## src/rtl/decoder_n_seq_pkg.sv

```systemverilog
// Shared types and helpers for the sequenced one-hot decoder.
// Holds the mode enum and an index -> one-hot helper (0 when out of range).
package decoder_n_seq_pkg;

  typedef enum logic {
    ST_DIRECT = 1'b0,
    ST_SCAN   = 1'b1
  } state_t;

  // Widest output any instance may ask the helper for.
  localparam int unsigned MAX_OUT = 256;

  function automatic logic [MAX_OUT-1:0] onehot(
    input int unsigned idx,
    input int unsigned num_out
  );
    onehot = '0;
    if (idx < num_out && idx < MAX_OUT)
      onehot = MAX_OUT'(1) << idx;
  endfunction

endpackage

```

## src/rtl/decoder_n_seq_dec.sv

```systemverilog
// Combinational index -> one-hot decoder; out-of-range index gives all-zero.
// Ports: idx (N_IN) select index, oh (NUM_OUT) one-hot result.
module dec_onehot
  import decoder_n_seq_pkg::*;
#(
  parameter int unsigned N_IN    = 2,
  parameter int unsigned NUM_OUT = 4
) (
  input  logic [N_IN-1:0]    idx,
  output logic [NUM_OUT-1:0] oh
);

  assign oh = NUM_OUT'(onehot(32'(idx), NUM_OUT));

endmodule

```

## src/rtl/decoder_n_seq.sv

```systemverilog
// Registered N-to-NUM_OUT one-hot decoder with DIRECT and SCAN modes.
// Ports: clk, rst (async high), enable, scan, inp, in_valid/in_ready,
// out, out_valid/out_ready; err_flag when DECODER_N_SEQ_ERR_EN is defined.
module decoder_n_seq
  import decoder_n_seq_pkg::*;
#(
  parameter int unsigned N_IN    = 2,
  parameter int unsigned NUM_OUT = 4
) (
  input  logic               clk,
  input  logic               rst,
  input  logic               enable,
  input  logic               scan,
  input  logic [N_IN-1:0]    inp,
  input  logic               in_valid,
  output logic               in_ready,
  output logic [NUM_OUT-1:0] out,
  output logic               out_valid,
  input  logic               out_ready
`ifdef DECODER_N_SEQ_ERR_EN
  ,
  output logic               err_flag
`endif
);

  localparam logic [N_IN-1:0] LAST = N_IN'(NUM_OUT - 1);

  state_t               state, state_nxt;
  logic [N_IN-1:0]      cnt, cnt_nxt;
  logic [N_IN-1:0]      load_idx;
  logic [NUM_OUT-1:0]   dec;
  logic                 slot_free;
  logic                 inp_ok;
  logic                 load;
  logic                 load_zero;

  assign slot_free = !out_valid || out_ready;
  assign inp_ok    = 32'(inp) < NUM_OUT;
  assign in_ready  = (state == ST_DIRECT) && slot_free && !scan;

  dec_onehot #(
    .N_IN    (N_IN),
    .NUM_OUT (NUM_OUT)
  ) u_dec (
    .idx (load_idx),
    .oh  (dec)
  );

  always_comb begin
    state_nxt = state;
    cnt_nxt   = cnt;
    load      = 1'b0;
    load_zero = 1'b0;
    load_idx  = inp;
    if (slot_free) begin
      case (state)
        ST_DIRECT: begin
          // scan request takes priority over a waiting input word
          if (scan) begin
            if (enable) begin
              state_nxt = ST_SCAN;
              load      = 1'b1;
              load_idx  = inp_ok ? inp : '0;
              cnt_nxt   = load_idx;
            end
          end else if (in_valid) begin
            load      = 1'b1;
            load_zero = !enable;
          end
        end
        ST_SCAN: begin
          if (!scan) begin
            state_nxt = ST_DIRECT;
          end else if (enable) begin
            load     = 1'b1;
            load_idx = (cnt == LAST) ? '0 : cnt + N_IN'(1);
            cnt_nxt  = load_idx;
          end
        end
        default: state_nxt = ST_DIRECT;
      endcase
    end
  end

  always_ff @(posedge clk or posedge rst) begin
    if (rst) begin
      state     <= ST_DIRECT;
      cnt       <= '0;
      out       <= '0;
      out_valid <= 1'b0;
    end else begin
      state <= state_nxt;
      cnt   <= cnt_nxt;
      if (slot_free) begin
        out_valid <= load;
        out       <= (load && !load_zero) ? dec : '0;
      end
    end
  end

`ifdef DECODER_N_SEQ_ERR_EN
  // Every load made from DIRECT uses inp, so only those can be out of range.
  always_ff @(posedge clk or posedge rst) begin
    if (rst)
      err_flag <= 1'b0;
    else if (slot_free)
      err_flag <= load && (state == ST_DIRECT) && !inp_ok;
  end
`endif

endmodule

```

## config.mk

```make
export PLATFORM = sky130hd
export DESIGN_NAME = decoder_n_seq
export DESIGN_NICKNAME = d
export VERILOG_FILES = /design/src/rtl/decoder_n_seq_pkg.sv /design/src/rtl/decoder_n_seq_dec.sv /design/src/rtl/decoder_n_seq.sv
export SDC_FILE = /design/constraint.sdc
export NUM_CORES = 1
export LEC_CHECK = 0
export BUFFER_PORTS_ARGS = -buffer_cell sky130_fd_sc_hd__buf_2
export CORE_AREA = 5 5 42 44
export DETAILED_ROUTE_END_ITERATION = 6
export DIE_AREA = 0 0 47 49
export PLACE_DENSITY = 0.69
export SYNTH_ARGS = -nofsm -noshare
export SYNTH_HDL_FRONTEND = slang
export SYNTH_HIERARCHICAL = 1
export SYNTH_SLANG_ARGS = --single-unit
```

## constraint.sdc

```tcl
create_clock -name clk -period 1.5 [get_ports clk]
set_input_delay 0.15 -clock clk [delete_from_list [all_inputs] [get_ports clk]]
set_output_delay 0.15 -clock clk [all_outputs]
set_load 0.02 [all_outputs]
```

Word-level counts from Yosys, hierarchy flattened
Index checks and enable logic that the tools add are counted.

storage, ports and cells
  register bits = 8
  latch bits = 0
  memory bits (writable) = 0
  bits in read-only memories = 0
  logic and storage cells = 44
  memories = 0

operators by class
  add/subtract/negate cells = 1
  multipliers = 0
  div/mod/pow operators = 0
  $lt $le $gt $ge = 0
  eq/ne operators = 5
  shift-type cells = 1
  mux-type cells = 23
  bitwise gates (word level) = 1
  reduce and logical (&&, ||, !) cells = 9

operators with widths
  operator                                         count
  2-to-1 mux 2 bit                                 8
  2-to-1 mux 1 bit                                 10
  != test 2 bit, second input constant             4
  case mux 2 bit (2 select lines)                  2
  AND reduction 5 bit                              1
  logical NOT 1 bit                                4
  2-to-1 mux 4 bit                                 1
  case mux 1 bit (2 select lines)                  2
  << shifter 1 x 2 -> 4 bit, first input constant  1
  logical AND 1 bit                                3
  adder 2 x 1 -> 2 bit, second input constant      1
  equality test 2 bit, second input constant       1
  logical OR 1 bit                                 1
  inverter 1 bit                                   1

Longest topological paths before layout
Gate-level depths: netlist (run 1).

  depth in word-level cells = 8
  mapped depth = 6
  gate-level depth less buffers = 5

Modules after synthesis
The synthesis (run 1) kept the hierarchy.

by module, submodules not included
  module         times used  cells each  area an instance (um^2)  seq. area each (um^2)
  decoder_n_seq  1           39          426.7                    200.2
  dec_onehot     1           4           26.3                     0.0

Worst setup path before layout (run 1)
Ideal clock, no wire load.

  path type = reg2reg
  start = reg out_valid
  end = reg out[3]
  arrival time = 1,595 ps
  path slack = -216 ps
  stages on the path, launching flop included = 6
  buffers on the path = 0
  cell sequence = dfrtp_1 -> or2b_1 -> nand4_1 -> mux2_2 -> and2_2 -> a22o_2

on the way
  elaborated cells between the ends (all ways) = 9

RTL lines
  what                       RTL line                 source
  start: declaration         decoder_n_seq.sv:18      output logic out_valid,
  start signal: assignment   decoder_n_seq.sv:95      out_valid <= load;
  logical NOT 1 bit          decoder_n_seq.sv:37      assign slot_free = !out_valid || out_ready;
  logical OR 1 bit           decoder_n_seq.sv:37
  2-to-1 mux 2 bit           decoder_n_seq.sv:55      if (slot_free) begin
  net load_idx[1]            decoder_n_seq.sv:30      logic [N_IN-1:0] load_idx;
  << shifter 1 x 2 -> 4 bit  decoder_n_seq_pkg.sv:19  onehot = MAX_OUT'(1) << idx;
  net dec[3]                 decoder_n_seq.sv:31      logic [NUM_OUT-1:0] dec;
  2-to-1 mux 4 bit           decoder_n_seq.sv:96      out <= (load && !load_zero) ? dec : '0;
  end signal: assignment     decoder_n_seq.sv:96
  end: declaration           decoder_n_seq.sv:17      output logic [NUM_OUT-1:0] out,

The timed path passes the listed nets, and every way through them passes these cells.
A chain may end at the register's enable or synchronous reset.

Final worst setup path (run 1)
  start = reg out_valid
  end = reg out[2]

Same word-level chain as after synthesis.

==> flow_summary.yaml, run 1 <==
yosys:
  synth_top_area_share_pct: 44.2
  synth_area_um2: 453
  seq_area_frac_synth_pct: 44.2
  syn_nets: 51
  syn_avg_cell_area_um2: 10.5
  netlist.top_cell.by_area: "dfrtp_1"
  syn_inst: 43
  synth.area.top_cells: "dfrtp_1 44%, a22o_2 8.8%, nor2b_1 4.1%, nor2_1 3.3%, or4b_4 3.0%"
  synth_cell_type_count: 25
  ys_ff_latch: 8
  yosysWarnings: 6
floorplanning:
  die_w_um: 47
  die_h_um: 49
  io-pin-count: 14
  initial_core_util_pct: 32.3
  core_area_um2: 1400
  die_area_um2: 2300
  rows: 14
grt:
  grt-ovfl-total: 0
  grt_pass1_wl_um: 1800
  antenna_found_initial: 0
  grtUsageTotal_pct: 11.0
  grt_max_degree: 9
  grt_pass1_vias: 428
detailed_routing:
  firstDrtPassIters: 3
  wl_per_cell_um: 13.0
  wl_um: 1090
  vias: 412
  avgViaCountPerCell: 4.90
  route.detailed.drc: 0
  drt_iter0_drc: 1
  antenna_left: 0
cts:
  insertion_delay_ns: 0.26
  root_buffer: "clkbuf_4"
  cts_tree: "yes"
  numCtsBuffers: 3
  cts.sinks: 8
  path_clk_slew_ns: 0.06
  htree_num_levels: 1
  clk_path_buf_depth: 2
final_layout:
  layout_commonest_cell: "buf_2"
  final_cell_count_no_fill: 84
  area_growth_pct: 47.0
  fill_cells: 139
  fin_util_pct: 47.5
  drive_gt1_share_pct: 57.4
  final_cell_area_um2: 666
  final_cell_mix: "12 x buf_2, 9 x buf_4, 7 x dfrtp_1"
  diodes: 0
  num-nets-final: 77
sta:
  setup_viol: 4
  worstMarginPinSlew_ns: 0.314
  period_needed_ns: 1.54
  slew-limit-headroom_pct: 79.0
  hold_viol: 0
  period_share_pct: 103
  rsz0062_at_grt: "yes"
  fin_skew_ns: 0.0115
  fin_ws_ns: -0.0392
  drv_slew: 0
  fmax_ghz: 0.650
  tns_ns: -0.117
critical_path:
  cp_slowest_stage_delay_ns: 0.36
  crit_path_start: "out_valid$_DFFE_PP0N_"
  cp_slowest_cell: "dfrtp_2"
  worstSetupEndpointType: "flip-flop"
  critical-path-top-delay-family: "simple AND/OR/NAND/NOR gates"
  r2r_start: "out_valid$_DFFE_PP0N_"
  crit_chain: "or2b_1 -> nand4_1 -> mux2_4 -> nor2b_4 -> a22o_2"
  start_kind: "flip-flop"
  cp-endpoint: "out[2]$_DFFE_PP0N_"
  cp.arrival_ns: 1.67
  r2r_slack_ns: -0.04
  reg2reg_depth: 5
  path_depth: 5
  path_class: "flip-flop to flip-flop"
  crit_fanout: 4
  critPathRequiredTime_ns: 1.63
  crit_buf_inv: 0
  worstReg2RegEnd: "out[2]$_DFFE_PP0N_"
placement:
  dpl_cell_area_um2: 573
  placed_cells: 76
  gp_congestion: 0.869
  port_buffers: 13
  dpl.hpwl_um: 820
status:
  violations: "setup timing"
  status: "finished, violations left"
power:
  power.leakage_nw: 0.350
  finalPower_mw: 0.666
  vdd_drop_max_mv: 0.480
  powerDensity_nw_per_um2: 1000
job:
  cap_violations: 0
worst_hold_path:
  hold_class: "input pin to flip-flop"
## tightest hold or removal path: cells and delay by family
family,cells,cell delay [ns]
buffers and inverters,1,0.11
AND/OR/NAND/NOR,1,0.07
AO/OA/AOI/OAI,1,0.06
## routing by layer
metal | GRT usage (%) | vias to the layer above | routed length [µm]
met2 | 16.3 | 11 | 585
met3 | 1.11 | 2 | 49
met5 | 0 | - | 0
met4 | 9.68 | 0 | 27
li1 | - | 204 | -
met1 | 13.3 | 195 | 430
## synthesized netlist by cell type
master / number
nor2b_1: 3
xor2_1: 1
nor2_1: 4
a21oi_1: 1
and2b_2: 1
nand2_1: 1
a2bb2oi_1: 1
a22o_2: 4
or4b_4: 1
o311ai_0: 1
nand4_1: 1
inv_1: 2
mux2_2: 1
o21ai_0: 2
and2_2: 1
o211a_1: 1
dfrtp_1: 8
nor2b_2: 1
buf_2: 1
or2b_1: 1
a22o_1: 1
nand3_1: 1
buf_6: 1
o211ai_2: 1
nor3_1: 2
## kinds of logic after synthesis
| group | count (synthesis) | share of synthesized area, % |
|---|---|---|
| DFF | 8 | 44.2 |
| buffers and inverters | 4 | 5.25 |
| xor gates and xnor gates | 1 | 1.93 |
| muxes | 1 | 2.49 |
| and+or+nand+nor | 17 | 23.2 |
| AOI/OAI and AO/OA | 12 | 22.9 |
## area by class of cell
class	count	area [µm²]	share of cell area [%]
clock buffers	4	26.3	3.95
multi-input cells	31	262	39.3
well taps	16	20.0	3.01
flip-flops and latches	8	201	30.3
repair buffers	23	149	22.4
inverters	2	7.51	1.13
## report_power, final
part,switching [mW],internal (mW)
Sequential,0.0327,0.247
Clock,0.0760,0.102
Combinational,0.0962,0.112
Total,0.205,0.461
## sequential cells by signal, indices dropped and copies added, names as in the netlist
name and flops:
out_valid 1, cnt 2, out 4, state 1
## through the flow
step                worst slack (ns)  hold WS, ns
floorplan                    -0.0997      -0.0344
global placement              0.0178        0.107
detailed placement           -0.0338        0.119
CTS                          -0.0602        0.161
global route                  -0.108        0.184
finish                       -0.0392        0.171
## repair_timing
item	in CTS	in global routing
hold buffers	1	0
buffers inserted	1	2
endpoints found under the setup margin	4	4
pin swaps	0	1
gates resized for setup	1	7
endpoints found under the hold margin	8	0
## how the worst min path moves through the flow
stage	to	slack, ns	start	cells past startpoint
finish	state$_DFFE_PP0N_	0.17	enable	3
global route	state$_DFFE_PP0N_	0.18	enable	3
CTS	state$_DFFE_PP0N_	0.16	enable	3
detailed placement	out[3]$_DFFE_PP0N_	0.12	rst	2
global placement	out[1]$_DFFE_PP0N_	0.11	rst	2
floorplan	cnt[0]$_DFFE_PP0P_	-0.03	rst	1
No activity file was read; power rests on OpenSTA's default activity.
==> run 2: changes to the inputs <==
REMOVE_ABC_BUFFERS = 1   (was unset)
==> run 2 against run 1 <==
- the flow still finishes with violations (setup timing)
- count of clock-buffer cells in the layout fell by 1
- combinational power barely moved
- highest routed layer unchanged
- sequential share of layout area rose by 0.45 points
- global-route usage rose by 1.9 points
- total power fell by 1.8%
- largest power group unchanged
- setup slack got worse by 0.040 ns
- largest cell class unchanged
==> flow_summary.yaml, run 2 (synthesis gave the netlist of run 1 again) <==
cts:
  cts_tree: "yes"
  numCtsBuffers: 3
  insertion_delay_ns: 0.26
  root_buffer: "clkbuf_4"
  htree_num_levels: 1
  path_clk_slew_ns: 0.06
  clk_path_buf_depth: 2
  cts.sinks: 8
grt:
  grt_max_degree: 9
  grt_pass1_vias: 473
  grtUsageTotal_pct: 12.8
  antenna_found_initial: 0
  grt-ovfl-total: 0
  grt_pass1_wl_um: 2060
critical_path:
  cp.arrival_ns: 1.72
  critPathRequiredTime_ns: 1.64
  cp_slowest_cell: "mux2_2"
  start_kind: "flip-flop"
  cp_slowest_stage_delay_ns: 0.38
  crit_fanout: 4
  path_class: "flip-flop to flip-flop"
  r2r_slack_ns: -0.08
  worstSetupEndpointType: "flip-flop"
  crit_chain: "or2b_1 -> nand4_1 -> mux2_2 -> nor2b_1 -> a22o_2"
placement:
  port_buffers: 13
  gp_congestion: 0.720
  dpl.hpwl_um: 803
  dpl_cell_area_um2: 582
sta:
  fin_skew_ns: 0.00704
  drv_slew: 0
  setup_viol: 4
  tns_ns: -0.208
  hold_ws_ns: 0.174
  slew-limit-headroom_pct: 77.8
  worstMarginPinSlew_ns: 0.329
  hold_viol: 0
  rsz0062_at_grt: "yes"
  period_needed_ns: 1.58
  fin_ws_ns: -0.0797
  fmax_ghz: 0.633
  period_share_pct: 105
final_layout:
  top_register: "out"
  drive_gt1_share_pct: 58.8
  area_growth_pct: 43.9
  reg.largest.list: "out: 4 flops, cnt: 2 flops"
  diodes: 0
  num-nets-final: 78
  final_cell_mix: "12 x buf_2, 11 x buf_4, 8 x dfrtp_1, 4 x a22o_2"
  fin_util_pct: 46.5
  final_cell_area_um2: 652
  layout_commonest_cell: "buf_2"
  largest_reg_flops: 4
power:
  finalPower_mw: 0.654
  powerDensity_nw_per_um2: 1000
  vdd_drop_max_mv: 0.401
  power.leakage_nw: 0.335
detailed_routing:
  antenna_left: 0
  vias: 414
  wl_per_cell_um: 13.5
  wl_um: 1130
  avgViaCountPerCell: 4.93
  firstDrtPassIters: 4
  drt_iter0_drc: 6
  route.detailed.drc: 0
floorplanning:
  die_area_um2: 2300
  core_area_um2: 1400
  die_w_um: 47
  die_h_um: 49
  initial_core_util_pct: 32.3
  rows: 14
  io-pin-count: 14
job:
  cap_violations: 0
status:
  status: "finished, violations left"
  violations: "setup timing"
worst_hold_path:
  hold_class: "input pin to flip-flop"
==> run 2: changes by cell type in the layout (fill, tap and decap cells not counted) <==
cell      previous run  this run
buf_6                1         0
a22o_2               3         4
nor2b_2              0         1
a22o_1               1         0
clkbuf_1             1         0
nor2b_1              2         3
mux2_2               0         1
dfrtp_1              7         8
dfrtp_2              1         0
mux2_4               1         0
buf_4                9        11
nor2b_4              2         0
nor2_2               1         2
nor2_1               3         2
==> run 2: repair_timing <==
item | in CTS | in global routing
endpoints found under the setup margin | 5 | 5
buffers inserted | 2 | 0
endpoints found under the hold margin | 8 | 0
hold buffers | 1 | 0
resized for setup | 0 | 6
pin swaps | 2 | 3
==> run 2: stage by stage <==
step | instances | setup WS (ns)
floorplan | 41 | -0.216
global placement | 78 | -0.0653
detailed placement | 78 | -0.104
CTS | 84 | -0.0855
global route | 84 | -0.137
finish | 84 | -0.0797
==> run 2: per-layer routing <==
layer	track usage (%)	routed length [µm]	vias to the layer above
met5	0	0	-
met2	18.6	600	9
met3	4.43	38	4
met1	14.9	460	193
li1	-	-	208
met4	9.68	33	0
==> run 2: path summary, 6_finish.rpt <==
check                                           start                  to  cells past startpoint
worst max register to register  out_valid$_DFFE_PP0N_  out[2]$_DFFE_PP0N_                      5
worst min register to register     out[0]$_DFFE_PP0N_  out[0]$_DFFE_PP0N_                      1
min in group asynchronous                         rst  cnt[0]$_DFFE_PP0P_                      3
worst max-delay path            out_valid$_DFFE_PP0N_  out[2]$_DFFE_PP0N_                      5
worst min-delay path                           enable   state$_DFFE_PP0N_                      3
max in group asynchronous                         rst  out[0]$_DFFE_PP0N_                      3
==> run 2: cell type report <==
| type | count | area, µm² |
|---|---|---|
| Timing Repair Buffer | 24 | 153 |
| Tap cell | 16 | 20.0 |
| Multi-Input combinational cell | 31 | 249 |
| Clock buffer | 3 | 22.5 |
| Inverter | 2 | 7.51 |
| Sequential cell | 8 | 200 |
| Fill cell | 145 | 749 |
==> run 2: power breakdown <==
part           internal (mW)  total, mW  switching [mW]  leakage [nW]
combinational          0.108      0.206          0.0984         0.220
sequential             0.246      0.277          0.0311         0.101
clock                 0.0919      0.171          0.0787        0.0138
==> run 2: worst max-delay path, delay by kind of cell (launching register included) <==
family / cells / cell delay, ns
muxes: 1 / 0.38
and+or+nand+nor: 3 / 0.52
DFF: 1 / 0.34
AOI/OAI and AO/OA: 1 / 0.22
==> run 3: changes to the inputs <==
PLACE_DENSITY = 0.68   (was 0.69)
SKIP_LAST_GASP = 1   (was unset)
SYNTH_HIERARCHICAL = unset   (was 1)
==> run 3 against run 2 <==
- the run now ends clean
- setup slack better by 0.23 ns
- worst hold slack worse by 0.0048 ns
- maximum frequency is 17% higher
- via count is 2.2% lower
- utilization is 7.1 points lower
- clock skew is 0.0047 ns lower
- critical path depth is 3 lower
- combinational power is 13% lower
- clock power is 3% higher
==> flow_summary.yaml, run 3 <==
power:
  power.leakage_nw: 0.259
  power_frac_seq_pct: 45.5
  switching_share_pct: 34.5
  finalPower_mw: 0.653
  cell_internal_pwr_mw: 0.427
  p_switching_mw: 0.225
  combPwrFrac_pct: 27.6
  powerDensity_nw_per_um2: 1180
  vdd_drop_max_mv: 0.512
  clkPwrFrac_pct: 26.9
detailed_routing:
  drt_iter0_drc: 13
  wl_per_cell_um: 12.4
  vias: 405
  firstDrtPassIters: 4
  wl_um: 976
  antenna_left: 0
  route.detailed.drc: 0
  avgViaCountPerCell: 5.13
yosys:
  synth.area.top_cells: "dfrtp_1 45%, nand2_1 6.0%, o31ai_2 5.7%, o22a_1 4.0%, a21oi_1 3.4%"
  synth_cell_type_count: 23
  synth_area_um2: 440
  seq_area_frac_synth_pct: 45.5
  yosysMostFrequentCell: "dfrtp_1"
  syn_avg_cell_area_um2: 9.18
  yosysWarnings: 0
  synth_edf_count: 0
  synth_ff_type: "dfrtp_1"
  synth_top_area_share_pct: 45.5
  syn_inst: 48
  netlist.top_cell.by_area: "dfrtp_1"
  ys_ff_latch: 8
  synth_async_sr_flop_share_pct: 100
  synth_top_cells_by_count: "8 x dfrtp_1, 7 x nand2_1, 4 x nor2_1"
critical_path:
  worstReg2RegEnd: "out[3]$_DFFE_PP0N_"
  critical-path-top-delay-family: "flip-flops"
  path_depth: 2
  start_kind: "flip-flop"
  worstSetupEndpointType: "output pin"
  r2r_start: "state$_DFFE_PP0N_"
  reg2reg_depth: 3
  cp_slowest_cell: "dfrtp_1"
  crit_fanout: 14
  crit_chain: "nor3_1 -> buf_2"
  critPathRequiredTime_ns: 1.35
  crit_path_start: "state$_DFFE_PP0N_"
  path_class: "flip-flop to output pin"
  cp.arrival_ns: 1.20
  cp-endpoint: "in_ready"
  crit_buf_inv: 1
  r2r_slack_ns: 0.21
  cp_slowest_stage_delay_ns: 0.52
cts:
  insertion_delay_ns: 0.26
  htree_num_levels: 1
  path_clk_slew_ns: 0.06
  root_buffer: "clkbuf_4"
  cts_resized: 0
  cts_tree: "yes"
  cts.sinks: 8
  numCtsBuffers: 3
  post-cts-setup-buffers: 0
  clk_path_buf_depth: 2
sta:
  tns_ns: 0
  hold_viol: 0
  drv_slew: 0
  period_needed_ns: 1.35
  setup_viol: 0
  worstMarginPinSlew_ns: 0.393
  period_share_pct: 90.3
  fin_skew_ns: 0.00230
  slew-limit-headroom_pct: 73.8
  fmax_ghz: 0.738
  rsz0062_at_grt: "no"
final_layout:
  num-nets-final: 73
  fill_cells: 153
  top_register: "out"
  layout_commonest_cell: "buf_2"
  final_cell_mix: "13 x buf_2, 8 x dfrtp_1, 7 x nand2_1, 4 x nor2_1"
  diodes: 0
  drive_gt1_share_pct: 31.7
  largest_reg_flops: 4
  reg.largest.list: "out: 4 flops, cnt: 2 flops"
  fin_util_pct: 39.4
  area_growth_pct: 25.3
floorplanning:
  rows: 14
  initial_core_util_pct: 31.4
  die_h_um: 49
  die_w_um: 47
  die_area_um2: 2300
  core_area_um2: 1400
  io-pin-count: 14
grt:
  grt_max_degree: 15
  grtUsageTotal_pct: 9.72
  antenna_found_initial: 0
  grt-ovfl-total: 0
  grt_pass1_wl_um: 1580
  grt_pass1_vias: 370
worst_hold_path:
  min_from: "in_valid"
  hold_class: "input pin to flip-flop"
status:
  status: "finished, final reports clean"
placement:
  dpl.hpwl_um: 735
  gp_congestion: 0.806
  port_buffers: 13
job:
  cap_violations: 0
-- run 3: cell count changes after synthesis, sizes merged, moves of 3 or more --
cell,before,now
o31ai,0,4
a22o,5,0
nor2b,4,1
nand2,1,7
-- run 3: logic make-up (layout without fill, tap and decap cells) --
family	after synthesis	in the layout	share of synthesized area (%)
compound gates	15	15	26.4
mux	1	1	2.56
xor+xnor	1	1	1.99
flops	8	8	45.5
buf+inv	5	20	4.83
simple gates	18	18	18.8
-- run 3: worst min-delay path by stage --
stage                                        to  slack, ns  depth (start not counted)
final                     out_valid$_DFFE_PP0N_       0.17                          3
after global routing          state$_DFFE_PP0N_       0.17                          3
after CTS                     state$_DFFE_PP0N_       0.17                          3
after detailed placement  out_valid$_DFFE_PP0N_       0.12                          2
after global placement       out[0]$_DFFE_PP0N_       0.11                          2
after floorplan              cnt[0]$_DFFE_PP0P_      -0.03                          1
-- run 3: final cells by class --
type / count / area, µm² / area share (%)
inverter: 2 / 7.51 / 1.36
clock buffer: 3 / 22.5 / 4.08
multi-input combinational: 35 / 219 / 39.7
timing repair buffer: 15 / 82.6 / 15.0
sequential: 8 / 200 / 36.3
tap: 16 / 20.0 / 3.63
-- run 3: power by group through the flow --
stage / logic [mW] / registers (mW) / clock network (mW)
finish: 0.180 / 0.297 / 0.176
global placement: 0.176 / 0.298 / 0
CTS: 0.182 / 0.295 / 0.180
global route: 0.198 / 0.303 / 0.190
detailed placement: 0.179 / 0.299 / 0
floorplan: 0.112 / 0.307 / 0
-- run 3: layer usage --
layer | share of wire (%) | GRT usage, %
met5 | 0 | 0
met3 | 7.9 | 3.32
met1 | 44 | 13.0
met4 | 1.4 | 5.53
met2 | 47 | 13.1
-- run 3: worst register-to-register path, cell delays in order (launching register included) --
cell     delay (ns)
dfrtp_1        0.58
a21oi_1        0.15
a31o_1         0.24
o31ai_2        0.23
-- run 3: stage by stage --
step	std cells	instance area, µm²	hold WS [ns]	setup WS, ns
2_1_floorplan	45	427	-0.0343	0.223
3_3_place_gp	75	519	0.114	0.283
3_5_place_dp	75	519	0.121	0.248
4_1_cts	79	552	0.169	0.137
5_1_grt	79	552	0.175	0.0724
6_report	79	552	0.169	0.146
-- run 3: what timing repair did --
item / in CTS / in global routing
hold buffers: 1 / 0
hold endpoints to repair: 8 / 0
endpoints found under the setup margin: 0 / 0
